--- src/rtl/reg_token_queue_if.sv ---
// rtl/reg_token_queue_if.sv - write/enable/read token handshakes and occupancy for reg_token_queue
interface reg_token_queue_if #(
  parameter int DW = 1,
  parameter int OW = 2
);
  logic [DW-1:0] in_write;
  logic          in_write_valid;
  logic          in_write_consumed;
  logic          in_en_write;
  logic          in_en_write_valid;
  logic          in_en_write_consumed;
  logic [DW-1:0] out_read;
  logic          out_read_valid;
  logic          out_read_consumed;
  logic [OW-1:0] occupancy;

  modport slave (
    input  in_write, in_write_valid, in_en_write, in_en_write_valid, out_read_consumed,
    output in_write_consumed, in_en_write_consumed, out_read, out_read_valid, occupancy
  );

  modport master (
    output in_write, in_write_valid, in_en_write, in_en_write_valid, out_read_consumed,
    input  in_write_consumed, in_en_write_consumed, out_read, out_read_valid, occupancy
  );
endinterface

--- src/rtl/reg_token_queue.sv ---
// rtl/reg_token_queue.sv - latency-insensitive register with a DEPTH-token pending-write queue
module reg_token_queue #(
  parameter int          width = 1,
  parameter logic [63:0] init  = '0,
  parameter int          DEPTH = 2
) (
  input  logic                clk_i,
  input  logic                rst_i,
  reg_token_queue_if.slave    bus
);
  localparam int DW = (width == 0) ? 1 : width;
  localparam int QD = DEPTH - 1;
  localparam int PW = (QD > 1) ? $clog2(QD) : 1;
  localparam int OW = $clog2(DEPTH + 1);
  localparam logic [DW-1:0] INIT_V = (width == 0) ? '0 : init[DW-1:0];

  logic [DW-1:0] cur_q, cur_d;
  logic          cur_v_q, cur_v_d;
  logic [DW-1:0] qdata_q [QD];
  logic          qen_q   [QD];
  logic [PW-1:0] rd_q, rd_d, wr_q, wr_d;
  logic [OW-1:0] cnt_q, cnt_d;

  logic          inp_valid, acc, deq, taken, push, pop;
  logic [DW-1:0] in_data;

  assign inp_valid = ((width == 0) ? 1'b1 : bus.in_write_valid) && bus.in_en_write_valid;
  assign acc       = inp_valid && (cnt_q < OW'(QD));
  assign deq       = ((width == 0) ? 1'b1 : bus.out_read_consumed) && cur_v_q;
  assign in_data   = (width == 0) ? '0 : bus.in_write;

  assign bus.in_write_consumed    = acc;
  assign bus.in_en_write_consumed = acc;
  assign bus.out_read             = cur_q;
  assign bus.out_read_valid       = cur_v_q;
  assign bus.occupancy            = OW'(cur_v_q) + cnt_q;

  // Queue head has priority over the live input so tokens leave in strict FIFO order.
  always_comb begin
    cur_d   = cur_q;
    cur_v_d = cur_v_q;
    taken   = 1'b0;
    pop     = 1'b0;
    if (deq) begin
      if (cnt_q != '0) begin
        pop     = 1'b1;
        cur_v_d = 1'b1;
        if (qen_q[rd_q]) cur_d = qdata_q[rd_q];
      end else if (acc) begin
        taken   = 1'b1;
        cur_v_d = 1'b1;
        if (bus.in_en_write) cur_d = in_data;
      end else begin
        cur_v_d = 1'b0;
      end
    end else if (!cur_v_q && acc) begin
      taken   = 1'b1;
      cur_v_d = 1'b1;
      if (bus.in_en_write) cur_d = in_data;
    end
    push = acc && !taken;

    rd_d  = rd_q;
    wr_d  = wr_q;
    cnt_d = cnt_q;
    if (pop)  rd_d = (rd_q == PW'(QD - 1)) ? '0 : rd_q + 1'b1;
    if (push) wr_d = (wr_q == PW'(QD - 1)) ? '0 : wr_q + 1'b1;
    if (push && !pop) cnt_d = cnt_q + 1'b1;
    else if (pop && !push) cnt_d = cnt_q - 1'b1;
  end

  always_ff @(posedge clk_i) begin
    if (rst_i) begin
      cur_q   <= INIT_V;
      cur_v_q <= 1'b1;
      rd_q    <= '0;
      wr_q    <= '0;
      cnt_q   <= '0;
    end else begin
      cur_q   <= cur_d;
      cur_v_q <= cur_v_d;
      rd_q    <= rd_d;
      wr_q    <= wr_d;
      cnt_q   <= cnt_d;
    end
  end

  // Slot contents need no reset: cnt gates every read.
  always_ff @(posedge clk_i) begin
    if (push && !rst_i) begin
      qdata_q[wr_q] <= in_data;
      qen_q[wr_q]   <= bus.in_en_write;
    end
  end
endmodule
--- src/flat_wrapper.sv ---
// flat-port wrapper written by rule: the top's interface ports become plain ports
module reg_token_queue_flat 
#(
  parameter int          width = 1,
  parameter logic [63:0] init  = '0,
  parameter int          DEPTH = 2
)
  (clk_i, rst_i, bus_in_write, bus_in_write_valid, bus_in_en_write, bus_in_en_write_valid, bus_out_read_consumed, bus_in_write_consumed, bus_in_en_write_consumed, bus_out_read, bus_out_read_valid, bus_occupancy);
  reg_token_queue_if bus_i ();
  input  logic clk_i;
  input  logic rst_i;
  input wire logic [$bits(bus_i.in_write)-1:0] bus_in_write;
  input wire logic [$bits(bus_i.in_write_valid)-1:0] bus_in_write_valid;
  input wire logic [$bits(bus_i.in_en_write)-1:0] bus_in_en_write;
  input wire logic [$bits(bus_i.in_en_write_valid)-1:0] bus_in_en_write_valid;
  input wire logic [$bits(bus_i.out_read_consumed)-1:0] bus_out_read_consumed;
  output wire logic [$bits(bus_i.in_write_consumed)-1:0] bus_in_write_consumed;
  output wire logic [$bits(bus_i.in_en_write_consumed)-1:0] bus_in_en_write_consumed;
  output wire logic [$bits(bus_i.out_read)-1:0] bus_out_read;
  output wire logic [$bits(bus_i.out_read_valid)-1:0] bus_out_read_valid;
  output wire logic [$bits(bus_i.occupancy)-1:0] bus_occupancy;
  assign bus_i.in_write = bus_in_write;
  assign bus_i.in_write_valid = bus_in_write_valid;
  assign bus_i.in_en_write = bus_in_en_write;
  assign bus_i.in_en_write_valid = bus_in_en_write_valid;
  assign bus_i.out_read_consumed = bus_out_read_consumed;
  assign bus_in_write_consumed = bus_i.in_write_consumed;
  assign bus_in_en_write_consumed = bus_i.in_en_write_consumed;
  assign bus_out_read = bus_i.out_read;
  assign bus_out_read_valid = bus_i.out_read_valid;
  assign bus_occupancy = bus_i.occupancy;
  reg_token_queue #(.width(width), .init(init), .DEPTH(DEPTH)) u_core (.clk_i(clk_i), .rst_i(rst_i), .bus(bus_i));
endmodule
--- config.mk ---
export PLATFORM = sky130hd
export DESIGN_NAME = reg_token_queue_flat
export DESIGN_NICKNAME = d
export VERILOG_FILES = /design/src/rtl/reg_token_queue_if.sv /design/src/rtl/reg_token_queue.sv /design/src/flat_wrapper.sv
export SDC_FILE = /design/constraint.sdc
export NUM_CORES = 1
export LEC_CHECK = 0
export CAP_MARGIN = 30
export CELL_PAD_IN_SITES_DETAIL_PLACEMENT = 1
export CELL_PAD_IN_SITES_GLOBAL_PLACEMENT = 1
export CORE_AREA = 2 2 39 41
export CTS_BUF_LIST = sky130_fd_sc_hd__clkbuf_8
export DETAILED_ROUTE_END_ITERATION = 7
export DIE_AREA = 0 0 41 43
export GPL_TIMING_DRIVEN = 1
export PLACE_DENSITY_LB_ADDON = 0.12
export SYNTH_ARGS = -nofsm -noshare
export SYNTH_HDL_FRONTEND = slang
export SYNTH_SLANG_ARGS = --single-unit
--- constraint.sdc ---
create_clock -name clk_i -period 4.3 [get_ports clk_i]
set_clock_uncertainty 0.1 [all_clocks]
set_input_delay 1.075 -clock clk_i [delete_from_list [all_inputs] [get_ports clk_i]]
set_output_delay 1.075 -clock clk_i [all_outputs]
set_load 0.01 [all_outputs]
== Word-level counts from Yosys, hierarchy flattened ==
Memory sizes are Yosys's and may differ from the RTL's.
Cells that the tools add are included.

* Add/sub/neg operators: 3
* Reduce and logical (&&, ||, !) cells: 17
* Eq/ne operators: 2
* Muxes and demuxes: 19
* Magnitude comparators: 1

{| class="wikitable"
|+ Operator list
! cell !! number
|-
| two-way mux 1 bit || 17
|-
| logical AND 1 bit || 8
|-
| nonzero test 2 bit || 3
|-
| logical NOT 1 bit || 5
|-
| two-way mux 2 bit || 2
|-
| inequality test 3 x 2 -> 1 bit, second input constant || 1
|-
| inequality test 3 bit, second input constant || 1
|-
| AND reduction 3 bit || 1
|-
| adder 1 x 2 -> 2 bit || 1
|-
| adder 2 x 1 -> 2 bit, second input constant || 1
|-
| < comparator 2 x 1 -> 1 bit, second input constant || 1
|-
| subtractor 2 x 1 -> 2 bit, second input constant || 1
|}

* Register bits: 4
* Memories kept: 2
* Logic and storage cells: 47
* Output and inout bits: 6
* Bits of input ports: 7
* Memory bits (writable): 2

{| class="wikitable"
|+ Memory list
! name !! depth !! bits a word !! read ports !! clocked after Yosys merged registers in !! write ports !! RTL line !! text
|-
| u_core.qdata_q || 1 || 1 || 1 || 0 || 1 || reg_token_queue.sv:19 || <nowiki>logic [DW-1:0] qdata_q [QD];</nowiki>
|-
| u_core.qen_q || 1 || 1 || 1 || 0 || 1 || reg_token_queue.sv:20 || <nowiki>logic qen_q [QD];</nowiki>
|}

== Depth between registers and ports, before layout ==
* Word-level depth: 11
* Gate-level depth with buffers: 8
* Gate-level depth less buffers: 8

== Least setup slack after synthesis ==
No wires, ideal clock.

* Path type: input to output
* Start: in bus_in_write_valid
* End: out bus_in_write_consumed
* Required time: 3.125 ns
* Cell stages on the path: 3
* Path slack: 1.666 ns
* Data arrival time: 1.459 ns
* Path buffers: 1
* Cells stage by stage: nand3_1 inv_1 buf_4

* Word-level cells in the longest chain between the ends: 2

{| class="wikitable"
|+ RTL lines
! item !! RTL line !! text
|-
| start: declaration || flat_wrapper.sv:13 || <nowiki>input wire logic [$bits(bus_i.in_write_valid)-1:0] bus_in_write_valid;</nowiki>
|-
| logical AND 1 bit || reg_token_queue.sv:27 || <nowiki>assign inp_valid = ((width == 0) ? 1'b1 : bus.in_write_valid) && bus.in_en_write_valid;</nowiki>
|-
| logical AND 1 bit || reg_token_queue.sv:28 || <nowiki>assign acc = inp_valid && (cnt_q < OW'(QD));</nowiki>
|-
| end: declaration || flat_wrapper.sv:17 || <nowiki>output wire logic [$bits(bus_i.in_write_consumed)-1:0] bus_in_write_consumed;</nowiki>
|}

Every way passes these cells.

== Worst setup path after layout ==
Ends and elaborated chain as after synthesis.

==> insert_results.sql <==
INSERT INTO impl_metrics (metric_group, metric, value, unit) VALUES
('sta', 'min_period', '3.53', 'ns'),
('clocking', 'count_of_h_tree_levels_built_during_cts', '1', ''),
('clocking', 'ctsResizeCount', '0', ''),
('floorplan', 'die_area', '0.00176', 'mm^2'),
('setup_path', 'crit_path_start_kind', 'input port', ''),
('setup_path', 'timing.critical_path.fanout_max', '4', ''),
('synthesis', 'synth.area.top_cells', 'sky130_fd_sc_hd__dfxtp_1, sky130_fd_sc_hd__edfxtp_1, sky130_fd_sc_hd__ha_1', ''),
('synthesis', 'netlist_area', '352', 'um^2'),
('route', 'drtPass1Iterations', '2', ''),
('setup_path', 'timing.critical_path.arrival', '2.36', 'ns'),
('job', 'max_cap_violations', '0', ''),
('synthesis', 'synth_warnings', '0', ''),
('grt', 'global_route.usage.total', '11.4', '%'),
('status', 'run_status', 'completed', ''),
('clocking', 'cts_root_buf', 'sky130_fd_sc_hd__clkbuf_8', ''),
('synthesis', 'edff_count_synth', '2', ''),
('finish', 'final_cell_area', '529', 'um^2'),
('setup_path', 'timing.critical_path.required', '3.12', 'ns'),
('sta', 'relSlewSlack', '83.7', '%'),
('sta', 'worst-slew-pin-transition', '0.240', 'ns'),
('route', 'routed_wl', '734', 'um'),
('power', 'power_dens_cells', '679', 'mW/mm^2'),
('floorplan', 'dieHeight', '43', 'um'),
('sta', 'fmax', '283', 'MHz'),
('synthesis', 'number_of_synthesized_register_bits', '6', ''),
('clocking', 'cts_post_setup_buffers_inserted', '0', ''),
('synthesis', 'synth_commonest_cells', 'sky130_fd_sc_hd__dfxtp_1, sky130_fd_sc_hd__ha_1, sky130_fd_sc_hd__inv_1, sky130_fd_sc_hd__mux2i_1', ''),
('synthesis', 'ys_seq_area_share', '39.9', '%'),
('hold_path', 'holdCritStartpoint', 'u_core.bus.out_read', ''),
('synthesis', 'postSynth.asyncResetShare', '0', '%'),
('sta', 'setup_viol', '0', ''),
('sta', 'setup_repair_after_global_routing_missed_its_margin', 'no', ''),
('route', 'drt.antenna.violating_nets', '0', ''),
('floorplan', 'chipWidth', '41', 'um'),
('sta', 'holdWs', '0.393', 'ns'),
('floorplan', 'starting_density_of_the_core', '25.4', '%'),
('synthesis', 'number_of_cells_produced_by_synthesis', '34', ''),
('hold_path', 'hold_path_depth', '2', ''),
('clocking', 'cts.sinks', '6', ''),
('route', 'detail_route.vias_per_cell', '4.60', ''),
('floorplan', 'core.rowCount', '14', ''),
('clocking', 'clockBufferDepth', '2', ''),
('floorplan', 'area_of_the_core_region', '0.00138', 'mm^2'),
('setup_path', 'setup.worst_path.start', 'bus_in_write_valid', ''),
('setup_path', 'crit_path_end_kind', 'output pin', ''),
('clocking', 'postCtsHoldBufs', '0', ''),
('clocking', 'clk_pin_slew', '0.04', 'ns'),
('setup_path', 'setup_slack_on_the_worst_flop_to_flop_path', '2.52', 'ns'),
('hold_path', 'hold_path_end', 'u_core.bus.out_read', ''),
('clocking', 'cts_made_buffers', '3', ''),
('synthesis', 'synth_ff_type', 'sky130_fd_sc_hd__dfxtp_1', ''),
('power', 'static-leakage-power', '0.217', 'nW'),
('synthesis', 'synth.distinct_cells', '21', ''),
('setup_path', 'worstRegToRegCells', '7', ''),
('clocking', 'cts_tree', 'yes', ''),
('grt', 'grt_pass1_wl', '1.28', 'mm'),
('finish', 'drive_above_1_share', '8.16', '%'),
('sta', 'timing.setup.tns', '0', 'ns'),
('synthesis', 'yosys.area.top_type', 'sky130_fd_sc_hd__dfxtp_1', ''),
('grt', 'grtUsageMet3', '4.71', '%'),
('sta', 'hold_violations', '0', ''),
('synthesis', 'nets_in_the_synthesized_netlist', '44', ''),
('floorplan', 'pin_count', '13', ''),
('synthesis', 'syn_area_per_cell', '10.3', 'um^2'),
('placed_design', 'count_of_port_buffers_added_during_placement', '12', ''),
('placed_design', 'dp_area', '484', 'um^2'),
('grt', 'global_route_track_usage_on_met2', '15.3', '%'),
('grt', 'globalRouteMet1Util', '13.0', '%'),
('route', 'number_of_violations_reported_at_the_end_of_detailed_routing_iteration_0', '2', ''),
('setup_path', 'regToRegStartpoint', 'u_core.cnt_q[0]', ''),
('synthesis', 'yosysMostFrequentCell', 'sky130_fd_sc_hd__dfxtp_1', '');
[registers in the layout, summed over array words and instances (netlist names)]
| signal | flops |
|---|---|
| u_core.bus.out_read | 1 |
| u_core.qdata_q | 1 |
| u_core.bus.out_read_valid | 1 |
| u_core.cnt_q | 2 |
| u_core.qen_q | 1 |
[placed cells by master (no fill, tap or decap), types with 2 or more instances in the layout]
master / n
sky130_fd_sc_hd__clkbuf_8: 3
sky130_fd_sc_hd__clkdlybuf4s50_1: 12
sky130_fd_sc_hd__dfxtp_1: 4
sky130_fd_sc_hd__edfxtp_1: 2
sky130_fd_sc_hd__ha_1: 3
sky130_fd_sc_hd__inv_1: 4
sky130_fd_sc_hd__mux2i_1: 3
sky130_fd_sc_hd__nand2_1: 2
sky130_fd_sc_hd__nor2_1: 2
sky130_fd_sc_hd__xor2_1: 2
[area by class of cell]
type,instances,area (um^2)
Inverter,3,11.3
Tap cell,16,20.0
Multi-Input combinational cell,24,193
Clock inverter,1,3.75
Sequential cell,6,140
Clock buffer,3,41.3
Timing Repair Buffer,12,120
Fill cell,149,855
[critical path, cell delays in order]
cell and delay, ns:
sky130_fd_sc_hd__clkdlybuf4s50_1 0.48, sky130_fd_sc_hd__nand3_1 0.16, sky130_fd_sc_hd__inv_1 0.11, sky130_fd_sc_hd__clkdlybuf4s50_1 0.54
[stage by stage]
step	instances	power, mW	setup WS (ns)	utilization (%)
finish	65	0.360	0.768	38.2
CTS	65	0.366	0.750	38.2
global placement	61	0.271	0.788	35.0
detailed placement	61	0.274	0.753	35.0
global route	65	0.386	0.663	38.2
floorplan	34	0.203	1.67	-
[kinds of logic (layout without fill, tap and decap cells)]
family	count (synthesis)	in the layout	synth area share, %
adders and majority gates	3	3	10.7
xor gates and xnor gates	3	3	7.47
and+or+nand+nor	12	12	22.1
AOI/OAI and AO/OA	3	3	6.05
muxes	3	3	8.54
buffers and inverters	4	19	5.34
DFF	6	6	39.9
[report_power, final]
group / internal, mW / switching, mW / total [mW]
logic: 0.103 / 0.0777 / 0.181
clock network: 0.0615 / 0.0266 / 0.0881
registers: 0.0746 / 0.0157 / 0.0903
[routing by layer]
layer  vias up  wire length [um]
met5         -                 0
met4         0                25
met3         4                52
met2        10               341
met1       136               316
li1        149                 -
[worst max-delay path by stage]
stage / endpoint / cells after the start
2_1_floorplan: bus_in_write_consumed / 3
3_3_place_gp: bus_in_en_write_consumed / 4
3_5_place_dp: bus_in_write_consumed / 4
4_1_cts: bus_in_write_consumed / 4
5_1_grt: bus_in_write_consumed / 4
6_report: bus_in_write_consumed / 4
No activity file was read; power rests on OpenSTA's default activity.
